**config.mk**
```make
export PLATFORM = sky130hd
export DESIGN_NAME = bram_port_arbiter_flat
export DESIGN_NICKNAME = d
export VERILOG_FILES = /design/src/rtl/bram_port_arbiter_if.sv /design/src/rtl/bram_port_arbiter.sv /design/src/flat_wrapper.sv
export SDC_FILE = /design/constraint.sdc
export NUM_CORES = 1
export LEC_CHECK = 0
export ABC_AREA = 1
export CAP_MARGIN = 40
export CORE_AREA = 2 2 98 100
export CTS_BUF_LIST = sky130_fd_sc_hd__clkbuf_8
export CTS_CLUSTER_SIZE = 8
export DETAILED_ROUTE_END_ITERATION = 10
export DIE_AREA = 0 0 100 102
export PLACE_DENSITY = 0.75
export REMOVE_ABC_BUFFERS = 1
export SLEW_MARGIN = 20
export SYNTH_ARGS = -nofsm -noshare
export SYNTH_HDL_FRONTEND = slang
export SYNTH_SLANG_ARGS = --single-unit
```
**constraint.sdc**
```tcl
create_clock -name clk -period 3.1 [get_ports clk]
set_input_delay 0.62 -clock clk [delete_from_list [all_inputs] [get_ports clk]]
set_output_delay 0.62 -clock clk [all_outputs]
set_load 0.01 [all_outputs]
```
**src/rtl/bram_port_arbiter_if.sv**
```systemverilog
// bram_port_arbiter_if: CPU, loader and BRAM Port B signal bundle for the port arbiter.
interface bram_port_arbiter_if #(parameter int ADDR_W = 11);
  logic              cpu_req, cpu_we, cpu_gnt, cpu_rvalid;
  logic [ADDR_W-1:0] cpu_addr;
  logic [3:0]        cpu_be;
  logic [31:0]       cpu_wdata, cpu_rdata;
  logic              ldr_req, ldr_we, ldr_done, ldr_gnt, ldr_rvalid;
  logic [ADDR_W-1:0] ldr_addr;
  logic [3:0]        ldr_be;
  logic [31:0]       ldr_wdata, ldr_rdata;
  logic              boot_active, mem_en;
  logic [3:0]        mem_we;
  logic [ADDR_W-1:0] mem_addr;
  logic [31:0]       mem_din, mem_dout;
  modport slave (
    input  cpu_req, cpu_we, cpu_addr, cpu_be, cpu_wdata,
    input  ldr_req, ldr_we, ldr_addr, ldr_be, ldr_wdata, ldr_done, mem_dout,
    output cpu_gnt, cpu_rvalid, cpu_rdata, ldr_gnt, ldr_rvalid, ldr_rdata,
    output boot_active, mem_en, mem_we, mem_addr, mem_din
  );
  modport master (
    output cpu_req, cpu_we, cpu_addr, cpu_be, cpu_wdata,
    output ldr_req, ldr_we, ldr_addr, ldr_be, ldr_wdata, ldr_done, mem_dout,
    input  cpu_gnt, cpu_rvalid, cpu_rdata, ldr_gnt, ldr_rvalid, ldr_rdata,
    input  boot_active, mem_en, mem_we, mem_addr, mem_din
  );
endinterface

```
**src/rtl/bram_port_arbiter.sv**
```systemverilog
// bram_port_arbiter: shares BRAM Port B between CPU and boot loader; loader-only in BOOT,
// CPU-priority with a starvation cap in RUN, read data steered back after 1-cycle latency.
module bram_port_arbiter #(
  parameter int ADDR_W     = 11,
  parameter int STARVE_MAX = 8
) (
  input logic                clk,
  input logic                rst,
  bram_port_arbiter_if.slave bus
);
  typedef enum logic {BOOT, RUN} state_t;
  localparam logic [7:0] SMAX = 8'(STARVE_MAX);
  state_t            state_q, state_d;
  logic [7:0]        starve_q, starve_d;
  logic              cpu_rv_q, cpu_rv_d, ldr_rv_q, ldr_rv_d;
  logic              boot, starve_hit, cpu_gnt, ldr_gnt;
  logic [ADDR_W-1:0] addr_sel;
  always_comb begin
    boot       = state_q == BOOT;
    starve_hit = starve_q == SMAX;
    cpu_gnt    = !rst && !boot && bus.cpu_req && !(bus.ldr_req && starve_hit);
    ldr_gnt    = !rst && bus.ldr_req && (boot || !bus.cpu_req || starve_hit);
    addr_sel   = ldr_gnt ? bus.ldr_addr : bus.cpu_addr;
    state_d    = boot && bus.ldr_done ? RUN : state_q;
    // Counts only CPU wins over a waiting loader; any loader grant or idle loader resets it.
    starve_d   = (boot || ldr_gnt || !bus.ldr_req) ? 8'd0 :
                 (cpu_gnt && !starve_hit) ? starve_q + 8'd1 : starve_q;
    cpu_rv_d   = cpu_gnt && !bus.cpu_we;
    ldr_rv_d   = ldr_gnt && !bus.ldr_we;
  end
  always_ff @(posedge clk) begin
    if (rst) begin
      state_q  <= BOOT;
      starve_q <= 8'd0;
      cpu_rv_q <= 1'b0;
      ldr_rv_q <= 1'b0;
    end else begin
      state_q  <= state_d;
      starve_q <= starve_d;
      cpu_rv_q <= cpu_rv_d;
      ldr_rv_q <= ldr_rv_d;
    end
  end
  assign bus.cpu_gnt     = cpu_gnt;
  assign bus.ldr_gnt     = ldr_gnt;
  assign bus.boot_active = boot;
  assign bus.mem_en      = cpu_gnt || ldr_gnt;
  assign bus.mem_we      = ldr_gnt ? (bus.ldr_we ? bus.ldr_be : 4'h0) :
                           (cpu_gnt && bus.cpu_we) ? bus.cpu_be : 4'h0;
  assign bus.mem_addr    = addr_sel;
  assign bus.mem_din     = ldr_gnt ? bus.ldr_wdata : bus.cpu_wdata;
  assign bus.cpu_rvalid  = cpu_rv_q;
  assign bus.ldr_rvalid  = ldr_rv_q;
  assign bus.cpu_rdata   = cpu_rv_q ? bus.mem_dout : 32'h0;
  assign bus.ldr_rdata   = ldr_rv_q ? bus.mem_dout : 32'h0;
endmodule

```
**src/flat_wrapper.sv**
```systemverilog
// flat-port wrapper written by rule: the top's interface ports become plain ports
module bram_port_arbiter_flat 
#(
  parameter int ADDR_W     = 11,
  parameter int STARVE_MAX = 8
)
  (clk, rst, bus_cpu_req, bus_cpu_we, bus_cpu_addr, bus_cpu_be, bus_cpu_wdata, bus_ldr_req, bus_ldr_we, bus_ldr_addr, bus_ldr_be, bus_ldr_wdata, bus_ldr_done, bus_mem_dout, bus_cpu_gnt, bus_cpu_rvalid, bus_cpu_rdata, bus_ldr_gnt, bus_ldr_rvalid, bus_ldr_rdata, bus_boot_active, bus_mem_en, bus_mem_we, bus_mem_addr, bus_mem_din);
  bram_port_arbiter_if #(.ADDR_W(ADDR_W)) bus_i ();
  input logic clk;
  input logic rst;
  input wire logic [$bits(bus_i.cpu_req)-1:0] bus_cpu_req;
  input wire logic [$bits(bus_i.cpu_we)-1:0] bus_cpu_we;
  input wire logic [$bits(bus_i.cpu_addr)-1:0] bus_cpu_addr;
  input wire logic [$bits(bus_i.cpu_be)-1:0] bus_cpu_be;
  input wire logic [$bits(bus_i.cpu_wdata)-1:0] bus_cpu_wdata;
  input wire logic [$bits(bus_i.ldr_req)-1:0] bus_ldr_req;
  input wire logic [$bits(bus_i.ldr_we)-1:0] bus_ldr_we;
  input wire logic [$bits(bus_i.ldr_addr)-1:0] bus_ldr_addr;
  input wire logic [$bits(bus_i.ldr_be)-1:0] bus_ldr_be;
  input wire logic [$bits(bus_i.ldr_wdata)-1:0] bus_ldr_wdata;
  input wire logic [$bits(bus_i.ldr_done)-1:0] bus_ldr_done;
  input wire logic [$bits(bus_i.mem_dout)-1:0] bus_mem_dout;
  output wire logic [$bits(bus_i.cpu_gnt)-1:0] bus_cpu_gnt;
  output wire logic [$bits(bus_i.cpu_rvalid)-1:0] bus_cpu_rvalid;
  output wire logic [$bits(bus_i.cpu_rdata)-1:0] bus_cpu_rdata;
  output wire logic [$bits(bus_i.ldr_gnt)-1:0] bus_ldr_gnt;
  output wire logic [$bits(bus_i.ldr_rvalid)-1:0] bus_ldr_rvalid;
  output wire logic [$bits(bus_i.ldr_rdata)-1:0] bus_ldr_rdata;
  output wire logic [$bits(bus_i.boot_active)-1:0] bus_boot_active;
  output wire logic [$bits(bus_i.mem_en)-1:0] bus_mem_en;
  output wire logic [$bits(bus_i.mem_we)-1:0] bus_mem_we;
  output wire logic [$bits(bus_i.mem_addr)-1:0] bus_mem_addr;
  output wire logic [$bits(bus_i.mem_din)-1:0] bus_mem_din;
  assign bus_i.cpu_req = bus_cpu_req;
  assign bus_i.cpu_we = bus_cpu_we;
  assign bus_i.cpu_addr = bus_cpu_addr;
  assign bus_i.cpu_be = bus_cpu_be;
  assign bus_i.cpu_wdata = bus_cpu_wdata;
  assign bus_i.ldr_req = bus_ldr_req;
  assign bus_i.ldr_we = bus_ldr_we;
  assign bus_i.ldr_addr = bus_ldr_addr;
  assign bus_i.ldr_be = bus_ldr_be;
  assign bus_i.ldr_wdata = bus_ldr_wdata;
  assign bus_i.ldr_done = bus_ldr_done;
  assign bus_i.mem_dout = bus_mem_dout;
  assign bus_cpu_gnt = bus_i.cpu_gnt;
  assign bus_cpu_rvalid = bus_i.cpu_rvalid;
  assign bus_cpu_rdata = bus_i.cpu_rdata;
  assign bus_ldr_gnt = bus_i.ldr_gnt;
  assign bus_ldr_rvalid = bus_i.ldr_rvalid;
  assign bus_ldr_rdata = bus_i.ldr_rdata;
  assign bus_boot_active = bus_i.boot_active;
  assign bus_mem_en = bus_i.mem_en;
  assign bus_mem_we = bus_i.mem_we;
  assign bus_mem_addr = bus_i.mem_addr;
  assign bus_mem_din = bus_i.mem_din;
  bram_port_arbiter #(.ADDR_W(ADDR_W), .STARVE_MAX(STARVE_MAX)) u_core (.clk(clk), .rst(rst), .bus(bus_i));
endmodule
```
Yosys cells after proc, flatten, opt, wreduce, memory -nomap -nowiden
Index checks and enable logic that the tools add are counted.
{"block": "totals", "latch_bits": 0, "elab_cells": 38, "memories": 0, "reg_bits": 11, "romBits": 0, "output_inout_bits": 117, "mem_bits_rw": 0}
{"block": "op_classes", "shift": 0, "reduce_logical": 24, "eq_ne": 1, "order_cmp": 0, "mul": 0, "muxes": 7, "addsub": 1, "n_div": 0, "n_bitwise": 1}
{"cell": "$mux 32", "count": 3}
{"cell": "$mux 4", "count": 3}
{"cell": "$logic_and 1x1->1", "count": 11}
{"cell": "$mux 11", "count": 1}
{"cell": "$add 8x1->8 const B", "count": 1}
{"cell": "$eq 8x4->1 const B", "count": 1}
{"cell": "$logic_not 1->1", "count": 7}
{"cell": "$logic_or 1x1->1", "count": 5}
{"cell": "$reduce_or 2->1", "count": 1}
{"cell": "$not 1->1", "count": 1}

Longest topological paths before layout
{"block": "logic_depth", "ltp_word": 7, "depth_mapped": 10}

Least setup slack after synthesis
Ideal clock, no wire load.
{"block": "synth_timing", "path_type": "input port to output port", "start": "input bus_ldr_req", "end": "output bus_mem_addr[0]", "t_arrival_ns": 1.367, "slack_ns": 1.113, "path_stages": 5, "cell_sequence": "inv_1 > nor2_2 > clkbuf_1 > nand3_1 > nand2_1"}
{"block": "synth_between", "elab_chain_cells": 3}
{"element": "start: declaration", "line_no": "flat_wrapper.sv:16", "text": "input wire logic [$bits(bus_i.ldr_req)-1:0] bus_ldr_req;"}
{"element": "$logic_and 1x1->1 (2 in series)", "line_no": "bram_port_arbiter.sv:22", "text": "ldr_gnt = !rst && bus.ldr_req && (boot || !bus.cpu_req || starve_hit);"}
{"element": "$mux 11", "line_no": "bram_port_arbiter.sv:23", "text": "addr_sel = ldr_gnt ? bus.ldr_addr : bus.cpu_addr;"}
{"element": "end: declaration", "line_no": "flat_wrapper.sv:32", "text": "output wire logic [$bits(bus_i.mem_addr)-1:0] bus_mem_addr;"}
No other way between the ends.

Worst setup path after layout
{"block": "layout_timing", "start": "input bus_cpu_req", "end": "output bus_mem_din[4]"}
{"block": "layout_between", "elab_chain_cells": 5}
{"element": "start: declaration", "line_no": "flat_wrapper.sv:11", "text": "input wire logic [$bits(bus_i.cpu_req)-1:0] bus_cpu_req;"}
{"element": "$logic_not 1->1", "line_no": "bram_port_arbiter.sv:22"}
{"element": "$logic_or 1x1->1 (2 in series)", "line_no": "bram_port_arbiter.sv:22"}
{"element": "$logic_and 1x1->1", "line_no": "bram_port_arbiter.sv:22"}
{"element": "$mux 32", "line_no": "bram_port_arbiter.sv:51", "text": "assign bus.mem_din = ldr_gnt ? bus.ldr_wdata : bus.cpu_wdata;"}
{"element": "end: declaration", "line_no": "flat_wrapper.sv:33", "text": "output wire logic [$bits(bus_i.mem_din)-1:0] bus_mem_din;"}
No other way between the ends.

==> impl_metrics.ini <==
[grt]
grt_pass1_wl_um = 14200
grt_antenna_before_repair = 0
grt_overflow_total = 0
grt_max_degree = 34
grtUsageTotal_pct = 17.2
first_global_vias = 2943

[detailed_routing]
wl_per_cell_um = 13.3
routed_wl_um = 9750
first_pass_iters = 4
drc = 0
vias_per_cell = 4.31
drtIter0Drc = 118
vias = 3160
antenna_left = 0

[pwr]
powerDensity_nw_per_um2 = 174
peakVddDrop_mv = 0.123
power_uw = 782
clockPowerShare_pct = 18.4
p_sw_share_pct = 31.0
share_comb_of_total_power_pct = 63.1
switching_power_uw = 242
internal_power_uw = 540
seqPwrFrac_pct = 18.5
power_leakage_nw = 2.40

[final_layout]
drive_gt1_share_pct = 3.85
final_cells = 734
layout_common_cells = clkdlybuf4s50_1, nand2_1, inv_1, nand3_1, nor2_1
num-fill-cells = 886
nets = 759
diodes = 0
area_growth_pct = 153
final_common_cell = clkdlybuf4s50_1

[timing]
final-hold-violation-count = 0
slew_violations = 0
fin_crit_sh_pct = 96.7
relSlewSlack_pct = 78.6
min_period_ns = 3.00
tightest_slew_ns = 0.321
grt_setup_unrepaired = true
skew_ns = 0.00529
setup-violations-final = 0
fmax_mhz = 333

[clock_network]
h-tree-depth = 1
worstSkewPairLatency_ns = 0.24
cts_buffer_depth = 2
cts_tree = built
cts_made_buffers = 3
clk_transition_reported_paths_ns = 0.05
cts_sinks = 11
cts_hold_buf = 0
clockRootBuffer = clkbuf_8

[worst_setup_path]
crit_arrival_ns = 2.38
r2r_start = u_core.starve_q[0]
startpoint = bus_cpu_req
startpoint_type = input port
crit_required_ns = 2.48
critPathMaxFanout = 26
critPathCaptureType = output port
critical_path_class = input port to output port

[floorplanning]
die_h_um = 102
die_area_um2 = 10200
fp.coreArea_um2 = 9110
rows = 35
ioPinCount = 250
die_x_um = 100
initial_core_util_pct = 19.5

[synthesis]
synth_area_per_cell_um2 = 4.74
synth.ff_latch_count = 11
syn_area_um2 = 1780
ys_warn_count = 0
ys_types = 21
synth_cells = 376
ys_seq_area_share_pct = 12.4

[run_status]
status = complete, no violations

[placement]
place_hpwl_um = 8460
dp.cells = 729
io_buffers = 249
gp_congestion = 0.984

[worst_hold_path]
hp-class = flip-flop to flip-flop
worstHoldStart = u_core.state_q

[job]
drv_cap = 0
==> cells in the mapped netlist <==
cell type	number	area share, %
nand2_2	1	0.35
buf_2	7	2.0
buf_4	1	0.42
buf_8	1	0.84
buf_6	3	1.9
nand3_1	48	13
ha_1	2	1.4
nand4_1	7	2.5
xor2_1	1	0.49
nand3b_1	4	1.7
inv_1	79	17
dfxtp_1	11	12
inv_2	2	0.42
nand2_1	174	37
nor2_2	2	0.70
clkbuf_1	8	1.7
a21oi_1	2	0.56
a31oi_1	1	0.35
nor3_1	1	0.28
nand2_4	2	1.3
nor2_1	19	4.0
==> logic make-up (layout without fill, tap and decap cells) <==
group	after synthesis	after routing	synth area share, %
and+or+nand+nor	258	258	60.9
buffers and inverters	101	348	23.9
adders and majority gates	2	2	1.41
DFF	11	11	12.4
AOI/OAI and AO/OA	3	3	0.914
xor gates and xnor gates	1	1	0.492
==> final timing paths <==
kind	slack, ns	depth (start not counted)	to
max	0.10	8	bus_mem_din[4]
min	0.50	2	u_core.state_q
max reg2reg	1.59	7	u_core.starve_q[2]
min reg2reg	0.50	2	u_core.state_q
==> state kept, by name (all words and copies together) (netlist names) <==
name                   count
u_core.bus.cpu_rvalid      1
u_core.bus.ldr_rvalid      1
u_core.starve_q            8
u_core.state_q             1
==> worst max-delay path, stage by stage <==
cell and delay [ns]:
clkdlybuf4s50_1 0.40, nand2_1 0.11, inv_1 0.09, nand2_4 0.11, buf_4 0.27, nand3_1 0.15
nand2_1 0.11, clkdlybuf4s50_1 0.53
==> cell type report <==
type | count | area (µm²) | share of cell area [%]
clock buffers | 3 | 41.3 | 0.918
clock inverters | 1 | 3.75 | 0.0834
inverters | 81 | 304 | 6.76
multi-input cells | 264 | 1150 | 25.5
flip-flops and latches | 11 | 220 | 4.90
well taps | 111 | 139 | 3.09
repair buffers | 263 | 2640 | 58.7
==> power groups by stage <==
stage          Sequential (mW)  Combinational, mW  Clock [mW]
6_report                 0.145              0.494       0.144
5_1_grt                  0.145              0.532       0.153
4_1_cts                  0.145              0.493       0.146
3_5_place_dp             0.148              0.491           0
3_3_place_gp             0.148              0.488           0
2_1_floorplan            0.153              0.127           0
==> stage by stage <==
step	worst slack, ns	util (%)	cell area (µm²)	hold WS [ns]	TNS, ns
finish	0.101	49.4	4500	0.499	0
CTS	0.0551	49.0	4460	0.507	0
floorplan	0.136	-	1660	0.441	0
global placement	0.0876	48.5	4420	0.451	0
detailed placement	0.0708	48.5	4420	0.493	0
global route	-0.00354	49.4	4500	0.538	-0.00432
==> repair_timing <==
item / 4_1_cts / 5_1_grt
hold endpoints to repair: 0 / 0
setup endpoints to repair: 0 / 8
buffers inserted: 0 / 1
resized for setup: 0 / 3
==> per-layer routing <==
metal | wire, µm | up-vias | track usage (%)
met5 | 0 | - | 0
met3 | 855 | 12 | 3.28
li1 | - | 1596 | -
met2 | 5210 | 183 | 34.3
met4 | 135 | 0 | 3.27
met1 | 3550 | 1369 | 18.9
No activity file was read; power rests on OpenSTA's default activity.
